File: src/rtl/wb_burst_fetcher_if.sv
// Wishbone classic/burst read-master bus bundle for wb_burst_fetcher.
// The master modport is the fetcher side; the slave modport is the memory side.
interface wb_burst_fetcher_if;
    logic        wbm_cyc_o;
    logic        wbm_stb_o;
    logic [29:0] wbm_addr_o;
    logic [2:0]  wbm_cti_o;
    logic [1:0]  wbm_bte_o;
    logic [3:0]  wbm_sel_o;
    logic        wbm_we_o;
    logic [31:0] wbm_data_i;
    logic        wbm_ack_i;
    logic        wbm_err_i;

    modport master (
        output wbm_cyc_o, wbm_stb_o, wbm_addr_o, wbm_cti_o, wbm_bte_o, wbm_sel_o, wbm_we_o,
        input  wbm_data_i, wbm_ack_i, wbm_err_i
    );

    modport slave (
        input  wbm_cyc_o, wbm_stb_o, wbm_addr_o, wbm_cti_o, wbm_bte_o, wbm_sel_o, wbm_we_o,
        output wbm_data_i, wbm_ack_i, wbm_err_i
    );
endinterface

File: src/rtl/wb_burst_fetcher.sv
// Wishbone incrementing-burst read engine feeding a first-word-fall-through FIFO.
// A burst only starts once the FIFO has room for every beat of it, so the FIFO cannot overflow.
module wb_burst_fetcher #(
    parameter int BURST_LEN      = 8,
    parameter int FIFO_ADDR_BITS = 4,
    parameter int CNT_BITS       = 20
) (
    input  logic                clk,
    input  logic                rst_n,
    input  logic                start,
    input  logic [29:0]         start_addr,
    input  logic [CNT_BITS-1:0] word_cnt,
    output logic                busy,
    output logic                done,
    output logic                err,
    input  logic                rd_en,
    output logic [31:0]         rd_data,
    output logic                rd_valid,
    wb_burst_fetcher_if.master  wbm
);

    localparam int DEPTH  = 1 << FIFO_ADDR_BITS;
    localparam int BEAT_W = $clog2(BURST_LEN) + 1;

    typedef enum logic [1:0] {
        S_IDLE       = 2'd0,
        S_WAIT_SPACE = 2'd1,
        S_BURST      = 2'd2
    } state_e;

    state_e                  state_q;
    logic                    cyc_q;
    logic                    stb_q;
    logic [29:0]             addr_q;
    logic [2:0]              cti_q;
    logic                    busy_q;
    logic                    done_q;
    logic                    err_q;
    logic [CNT_BITS-1:0]     remaining_q;
    logic [BEAT_W-1:0]       beats_q;

    logic [31:0]             mem_q [DEPTH];
    logic [FIFO_ADDR_BITS-1:0] wr_ptr_q;
    logic [FIFO_ADDR_BITS-1:0] rd_ptr_q;
    logic [FIFO_ADDR_BITS:0]   count_q;
    logic [FIFO_ADDR_BITS:0]   count_d;

    logic        push_s;
    logic        pop_s;
    logic        flush_s;
    logic [31:0] burst_len_s;
    logic [31:0] free_s;

    assign push_s  = (state_q == S_BURST) && cyc_q && wbm.wbm_ack_i && !wbm.wbm_err_i;
    assign pop_s   = rd_en && (count_q != {(FIFO_ADDR_BITS+1){1'b0}});
    assign flush_s = (state_q == S_IDLE) && start;

    // Next burst length and FIFO free slots for the space check.
    always_comb begin
        free_s = 32'(DEPTH) - 32'(count_q);
        if (32'(remaining_q) < 32'(BURST_LEN)) begin
            burst_len_s = 32'(remaining_q);
        end else begin
            burst_len_s = 32'(BURST_LEN);
        end
    end

    // Occupancy next state; a simultaneous push and pop leaves it unchanged.
    always_comb begin
        count_d = count_q;
        case ({push_s, pop_s})
            2'b10:   count_d = count_q + {{FIFO_ADDR_BITS{1'b0}}, 1'b1};
            2'b01:   count_d = count_q - {{FIFO_ADDR_BITS{1'b0}}, 1'b1};
            default: count_d = count_q;
        endcase
    end

    // FIFO pointers and occupancy, flushed when a new job is accepted.
    always_ff @(posedge clk or negedge rst_n) begin
        if (!rst_n) begin
            wr_ptr_q <= {FIFO_ADDR_BITS{1'b0}};
            rd_ptr_q <= {FIFO_ADDR_BITS{1'b0}};
            count_q  <= {(FIFO_ADDR_BITS+1){1'b0}};
        end else if (flush_s) begin
            wr_ptr_q <= {FIFO_ADDR_BITS{1'b0}};
            rd_ptr_q <= {FIFO_ADDR_BITS{1'b0}};
            count_q  <= {(FIFO_ADDR_BITS+1){1'b0}};
        end else begin
            wr_ptr_q <= wr_ptr_q + FIFO_ADDR_BITS'(push_s);
            rd_ptr_q <= rd_ptr_q + FIFO_ADDR_BITS'(pop_s);
            count_q  <= count_d;
        end
    end

    // FIFO storage; contents are only meaningful below the occupancy count.
    always_ff @(posedge clk) begin
        if (push_s) begin
            mem_q[wr_ptr_q] <= wbm.wbm_data_i;
        end
    end

    // Job/burst sequencer with registered bus and status outputs.
    always_ff @(posedge clk or negedge rst_n) begin
        if (!rst_n) begin
            state_q     <= S_IDLE;
            cyc_q       <= 1'b0;
            stb_q       <= 1'b0;
            addr_q      <= 30'd0;
            cti_q       <= 3'b000;
            busy_q      <= 1'b0;
            done_q      <= 1'b0;
            err_q       <= 1'b0;
            remaining_q <= {CNT_BITS{1'b0}};
            beats_q     <= {BEAT_W{1'b0}};
        end else begin
            done_q <= 1'b0;
            case (state_q)
                S_IDLE: begin
                    if (start) begin
                        addr_q      <= start_addr;
                        remaining_q <= word_cnt;
                        err_q       <= 1'b0;
                        if (word_cnt == {CNT_BITS{1'b0}}) begin
                            done_q <= 1'b1;
                            busy_q <= 1'b0;
                        end else begin
                            busy_q  <= 1'b1;
                            state_q <= S_WAIT_SPACE;
                        end
                    end
                end
                S_WAIT_SPACE: begin
                    if (free_s >= burst_len_s) begin
                        cyc_q   <= 1'b1;
                        stb_q   <= 1'b1;
                        cti_q   <= (burst_len_s == 32'd1) ? 3'b111 : 3'b010;
                        beats_q <= BEAT_W'(burst_len_s);
                        state_q <= S_BURST;
                    end
                end
                S_BURST: begin
                    if (wbm.wbm_err_i) begin
                        err_q   <= 1'b1;
                        cyc_q   <= 1'b0;
                        stb_q   <= 1'b0;
                        cti_q   <= 3'b000;
                        busy_q  <= 1'b0;
                        state_q <= S_IDLE;
                    end else if (wbm.wbm_ack_i) begin
                        addr_q      <= addr_q + 30'd1;
                        remaining_q <= remaining_q - CNT_BITS'(1);
                        beats_q     <= beats_q - BEAT_W'(1);
                        if (beats_q == BEAT_W'(1)) begin
                            cyc_q <= 1'b0;
                            stb_q <= 1'b0;
                            cti_q <= 3'b000;
                            if (remaining_q == CNT_BITS'(1)) begin
                                busy_q  <= 1'b0;
                                done_q  <= 1'b1;
                                state_q <= S_IDLE;
                            end else begin
                                state_q <= S_WAIT_SPACE;
                            end
                        end else if (beats_q == BEAT_W'(2)) begin
                            cti_q <= 3'b111;
                        end else begin
                            cti_q <= 3'b010;
                        end
                    end
                end
                default: begin
                    state_q <= S_IDLE;
                    cyc_q   <= 1'b0;
                    stb_q   <= 1'b0;
                    cti_q   <= 3'b000;
                    busy_q  <= 1'b0;
                end
            endcase
        end
    end

    assign wbm.wbm_cyc_o  = cyc_q;
    assign wbm.wbm_stb_o  = stb_q;
    assign wbm.wbm_addr_o = addr_q;
    assign wbm.wbm_cti_o  = cti_q;
    assign wbm.wbm_bte_o  = 2'b00;
    assign wbm.wbm_sel_o  = 4'b1111;
    assign wbm.wbm_we_o   = 1'b0;

    assign busy     = busy_q;
    assign done     = done_q;
    assign err      = err_q;
    assign rd_data  = mem_q[rd_ptr_q];
    assign rd_valid = (count_q != {(FIFO_ADDR_BITS+1){1'b0}});

endmodule

File: src/flat_wrapper.sv
// flat-port wrapper written by rule: the top's interface ports become plain ports
module wb_burst_fetcher_flat 
#(
    parameter int BURST_LEN      = 8,
    parameter int FIFO_ADDR_BITS = 4,
    parameter int CNT_BITS       = 20
)
  (clk, rst_n, start, start_addr, word_cnt, busy, done, err, rd_en, rd_data, rd_valid, wbm_wbm_cyc_o, wbm_wbm_stb_o, wbm_wbm_addr_o, wbm_wbm_cti_o, wbm_wbm_bte_o, wbm_wbm_sel_o, wbm_wbm_we_o, wbm_wbm_data_i, wbm_wbm_ack_i, wbm_wbm_err_i);
  wb_burst_fetcher_if wbm_i ();
  input  logic clk;
  input  logic rst_n;
  input  logic start;
  input  logic [29:0] start_addr;
  input  logic [CNT_BITS-1:0] word_cnt;
  output logic busy;
  output logic done;
  output logic err;
  input  logic rd_en;
  output logic [31:0] rd_data;
  output logic rd_valid;
  output wire logic [$bits(wbm_i.wbm_cyc_o)-1:0] wbm_wbm_cyc_o;
  output wire logic [$bits(wbm_i.wbm_stb_o)-1:0] wbm_wbm_stb_o;
  output wire logic [$bits(wbm_i.wbm_addr_o)-1:0] wbm_wbm_addr_o;
  output wire logic [$bits(wbm_i.wbm_cti_o)-1:0] wbm_wbm_cti_o;
  output wire logic [$bits(wbm_i.wbm_bte_o)-1:0] wbm_wbm_bte_o;
  output wire logic [$bits(wbm_i.wbm_sel_o)-1:0] wbm_wbm_sel_o;
  output wire logic [$bits(wbm_i.wbm_we_o)-1:0] wbm_wbm_we_o;
  input wire logic [$bits(wbm_i.wbm_data_i)-1:0] wbm_wbm_data_i;
  input wire logic [$bits(wbm_i.wbm_ack_i)-1:0] wbm_wbm_ack_i;
  input wire logic [$bits(wbm_i.wbm_err_i)-1:0] wbm_wbm_err_i;
  assign wbm_wbm_cyc_o = wbm_i.wbm_cyc_o;
  assign wbm_wbm_stb_o = wbm_i.wbm_stb_o;
  assign wbm_wbm_addr_o = wbm_i.wbm_addr_o;
  assign wbm_wbm_cti_o = wbm_i.wbm_cti_o;
  assign wbm_wbm_bte_o = wbm_i.wbm_bte_o;
  assign wbm_wbm_sel_o = wbm_i.wbm_sel_o;
  assign wbm_wbm_we_o = wbm_i.wbm_we_o;
  assign wbm_i.wbm_data_i = wbm_wbm_data_i;
  assign wbm_i.wbm_ack_i = wbm_wbm_ack_i;
  assign wbm_i.wbm_err_i = wbm_wbm_err_i;
  wb_burst_fetcher #(.BURST_LEN(BURST_LEN), .FIFO_ADDR_BITS(FIFO_ADDR_BITS), .CNT_BITS(CNT_BITS)) u_core (.clk(clk), .rst_n(rst_n), .start(start), .start_addr(start_addr), .word_cnt(word_cnt), .busy(busy), .done(done), .err(err), .rd_en(rd_en), .rd_data(rd_data), .rd_valid(rd_valid), .wbm(wbm_i));
endmodule
File: config.mk
export PLATFORM = sky130hd
export DESIGN_NAME = wb_burst_fetcher_flat
export DESIGN_NICKNAME = d
export VERILOG_FILES = /design/src/rtl/wb_burst_fetcher_if.sv /design/src/rtl/wb_burst_fetcher.sv /design/src/flat_wrapper.sv
export SDC_FILE = /design/constraint.sdc
export NUM_CORES = 1
export LEC_CHECK = 0
export BUFFER_PORTS_ARGS = -buffer_cell sky130_fd_sc_hd__buf_4
export CAP_MARGIN = 20
export CORE_MARGIN = 1.5
export CORE_UTILIZATION = 45
export CTS_CLUSTER_DIAMETER = 40
export DETAILED_ROUTE_END_ITERATION = 6
export MAX_ROUTING_LAYER = met4
export PLACE_DENSITY_LB_ADDON = 0.1
export SYNTH_ARGS = -nofsm -noshare
export SYNTH_HDL_FRONTEND = slang
export SYNTH_SLANG_ARGS = --single-unit
File: constraint.sdc
create_clock -name clk -period 13.9 [get_ports clk]
set_clock_uncertainty 0.1 [all_clocks]
set_input_delay 2.78 -clock clk [delete_from_list [all_inputs] [get_ports clk]]
set_output_delay 2.78 -clock clk [all_outputs]
set_load 0.02 [all_outputs]
==> results.cfg <==
[floorplanning]
die_width_um = 236.3
rows = 85
io_pins = 166
core_area_mm2 = 0.05381
start_util_pct = 45.51
die-area_mm2 = 0.05584
fp.dieH_um = 236.3

[layout]
mostFrequentLayoutCells = edfxtp_1 (512), buf_4 (185), mux4_2 (160), clkbuf_16 (91), a21oi_1 (78)
multi_input_area_mm2 = 0.007015
diodes = 0
mostFrequentLayoutCell = edfxtp_1
layout-drive-gt1-share_pct = 32.79
seqCellArea_mm2 = 0.01726
nets = 1705
syn2layout_area_growth_pct = 20.89
fin_cells = 2349
fillCellCount = 4216

[timing]
hold_ws_ns = 0.4117
finalMaxSlewViolations = 0
maxSlewHeadroom_pct = 30.73
setup_violations = 0
fmax_mhz = 136.4
fin_ws_ns = 6.569
worst_pin_slew_ns = 1.039
timing.final.crit_share_pct = 52.74
period_minus_slack_ns = 7.331
fin_setup_tns_ns = 0
timing_hold_violations_final = 0
rsz0062_at_grt = no

[critical_path]
cp_top_family = buffers and inverters
rr_worst_depth = 10
r2r_end = u_core.wbm.wbm_addr_o[17]$_DFFE_PN0P_
cp_slowest_stage_delay_ns = 1.05
cp_num_buf_inv = 4
timing.critical_path.from = u_core.rd_ptr_q[0]$_DFF_PN0_
cp.required_ns = 11.02
ff2ff_setup_slack_ns = 9.58
critical_path_class = flop to output port
cp_max_fo = 47
setup.worst_path.end_class = output port
cp_common_cell = buf_4
rr_startpoint = u_core.state_q[0]$_DFFE_PN0P_
cpMaxStageDelayCell = dfrtp_4
crit_path_start_kind = flop
worstPathArrival_ns = 4.45
cp_cell_sequence = buf_4 -> buf_4 -> buf_16 -> mux4_2 -> mux4_2 -> buf_4

[logic_synthesis]
syn_area_mm2 = 0.02449
muxShareOfSynthArea_pct = 15.63
ys_types = 65
yosys.area_share.simple_pct = 5.119
ys.flop_type = edfxtp_1
ys_top_cells_by_area = edfxtp_1 (63%), mux4_2 (15%), dfrtp_1 (7.7%)
synth-compound-area-share_pct = 4.567
synth_seq_area_share_pct = 70.43
synth_xor_area_share_pct = 0.3933
synth_top_area_cell = edfxtp_1
synth_edf_count = 512
synth_seq_cells = 587
yosysWarnings = 0
synth_top_family_by_area = multiplexers
synth-async-reset-ratio_pct = 12.78
syn_inst = 1356
synth_fa_ha_area_share_pct = 2.074
synth_top_area_share_pct = 62.77
syn_area_per_cell_um2 = 18.06

[cts]
clk_path_buf_depth = 3
clk-insertion-delay-late_ns = 0.63
clk_pin_slew_worst_paths_ns = 0.05
cts_resized = 0
post_cts_buffers = 0
clock-root-buffer = clkbuf_16
h-tree-depth = 3
cts_made_buffers = 89
clock-sinks = 587
cts_tree = done
cts_hold_buf = 0

[hold_path]
hold_start = u_core.remaining_q[12]$_DFFE_PN0P_
hold_depth = 2
hold_end = u_core.remaining_q[12]$_DFFE_PN0P_
hold_class = flop to flop

[place]
gp_congestion = 0.7804
place_inst = 2181
place_ws_ns = 6.797
portBuffers = 158
dp_hpwl_um = 29770

[global_routing]
first_global_vias = 13780
antenna_found_initial = 0
grtUsageTotal_pct = 21.10
overflow = 0
grt_start_max_net_pins = 83
grt_pass1_wl_um = 85180

[route]
totalWireLength_um = 55780
vias_per_cell = 5.647
drcViolationCount = 0
wire_per_inst_um = 23.75
via_count = 13270
drt-initial-drc-count = 1019
ant_nets = 0
dr.pass1.iters = 5

[power]
p_leak_nw = 10.17
ir_drop_mv = 0.2085
power_density_mw_per_mm2 = 207.3

[outcome]
outcome = finished clean

[flow_run]
max_cap_violations = 0
[power breakdown]
| group | internal [W] | switching, W | leakage [nW] |
|---|---|---|---|
| clock network | 0.00134 | 0.000826 | 1.43 |
| registers | 0.00203 | 0.000226 | 5.49 |
| logic | 0.000848 | 0.000869 | 3.25 |
[through the flow]
| step | total power, W | utilization, % | area (um2) |
|---|---|---|---|
| after floorplan | 0.003469 | - | 24570 |
| after global placement | 0.003993 | 49.47 | 26620 |
| after detailed placement | 0.004022 | 49.47 | 26620 |
| after CTS | 0.006207 | 54.97 | 29580 |
| after global routing | 0.006447 | 55.02 | 29610 |
| final | 0.006140 | 55.02 | 29610 |
[state kept, by name, indices dropped and copies added (netlist names)]
name and count:
u_core.state_q 2, u_core.count_q 5, u_core.wbm.wbm_cyc_o 1, u_core.err 1, u_core.busy 1, u_core.wr_ptr_q 4, u_core.beats_q 4, u_core.mem_q 512
u_core.wbm.wbm_addr_o 30, u_core.remaining_q 20, u_core.done 1, u_core.rd_ptr_q 4, u_core.wbm.wbm_cti_o 2
[how the worst max path moves through the flow]
stage | to | slack [ns] | depth (start not counted)
after floorplan | u_core.mem_q[0][0]$_DFFE_PP_ | 7.41 | 4
after global placement | rd_data[31] | 6.84 | 5
after detailed placement | rd_data[31] | 6.80 | 5
after CTS | rd_data[31] | 6.13 | 5
after global routing | rd_data[13] | 6.18 | 6
final | rd_data[13] | 6.57 | 6
[worst min-delay path, delay by kind of cell, from the launching register on]
| kind | cells | cell delay [ns] |
|---|---|---|
| AO/OA/AOI/OAI | 2 | 0.13 |
| flip-flops | 1 | 0.34 |
[routing by layer]
metal | part of all wire [%] | wire, um | global-route usage (%)
met1 | 42 | 23570 | 27.79
met2 | 50 | 27710 | 33.18
met3 | 5.7 | 3206 | 4.576
met4 | 2.3 | 1291 | 6.177
met5 | 0 | 0 | -
[cell families (layout without fill, tap and decap cells)]
family,after synthesis,after routing
DFF,587,587
buffers and inverters,100,376
AOI/OAI and AO/OA,190,190
adders and majority gates,40,40
and+or+nand+nor,244,244
other,2,23
muxes,182,182
xor gates and xnor gates,11,11
[cell usage after synthesis, drive strengths merged (3+ instances only)]
cell	n
clkbuf	42
nand2	54
or3	4
mux4	160
dfrtp	75
or4	7
and3	12
inv	23
o22ai	30
nor2b	5
nor2	60
a22oi	4
nand3b	3
o32ai	4
mux2	4
nor3	21
nand4	11
and2	10
nand3	32
mux2i	18
o21ai	45
edfxtp	512
buf	35
xnor2	9
a2bb2oi	3
a21oi	80
ha	39
a21o	3
nand2b	7
nor4	10
[cell type report]
class                      instances  area share, %
sequential                       587          58.29
multi-input combinational        690          23.69
clock buffer                     103          7.944
timing repair buffer             186          4.783
tap                              696          2.941
clock inverter                    64          2.054
inverter                          23         0.2916
(Power assumes the default switching activity.)
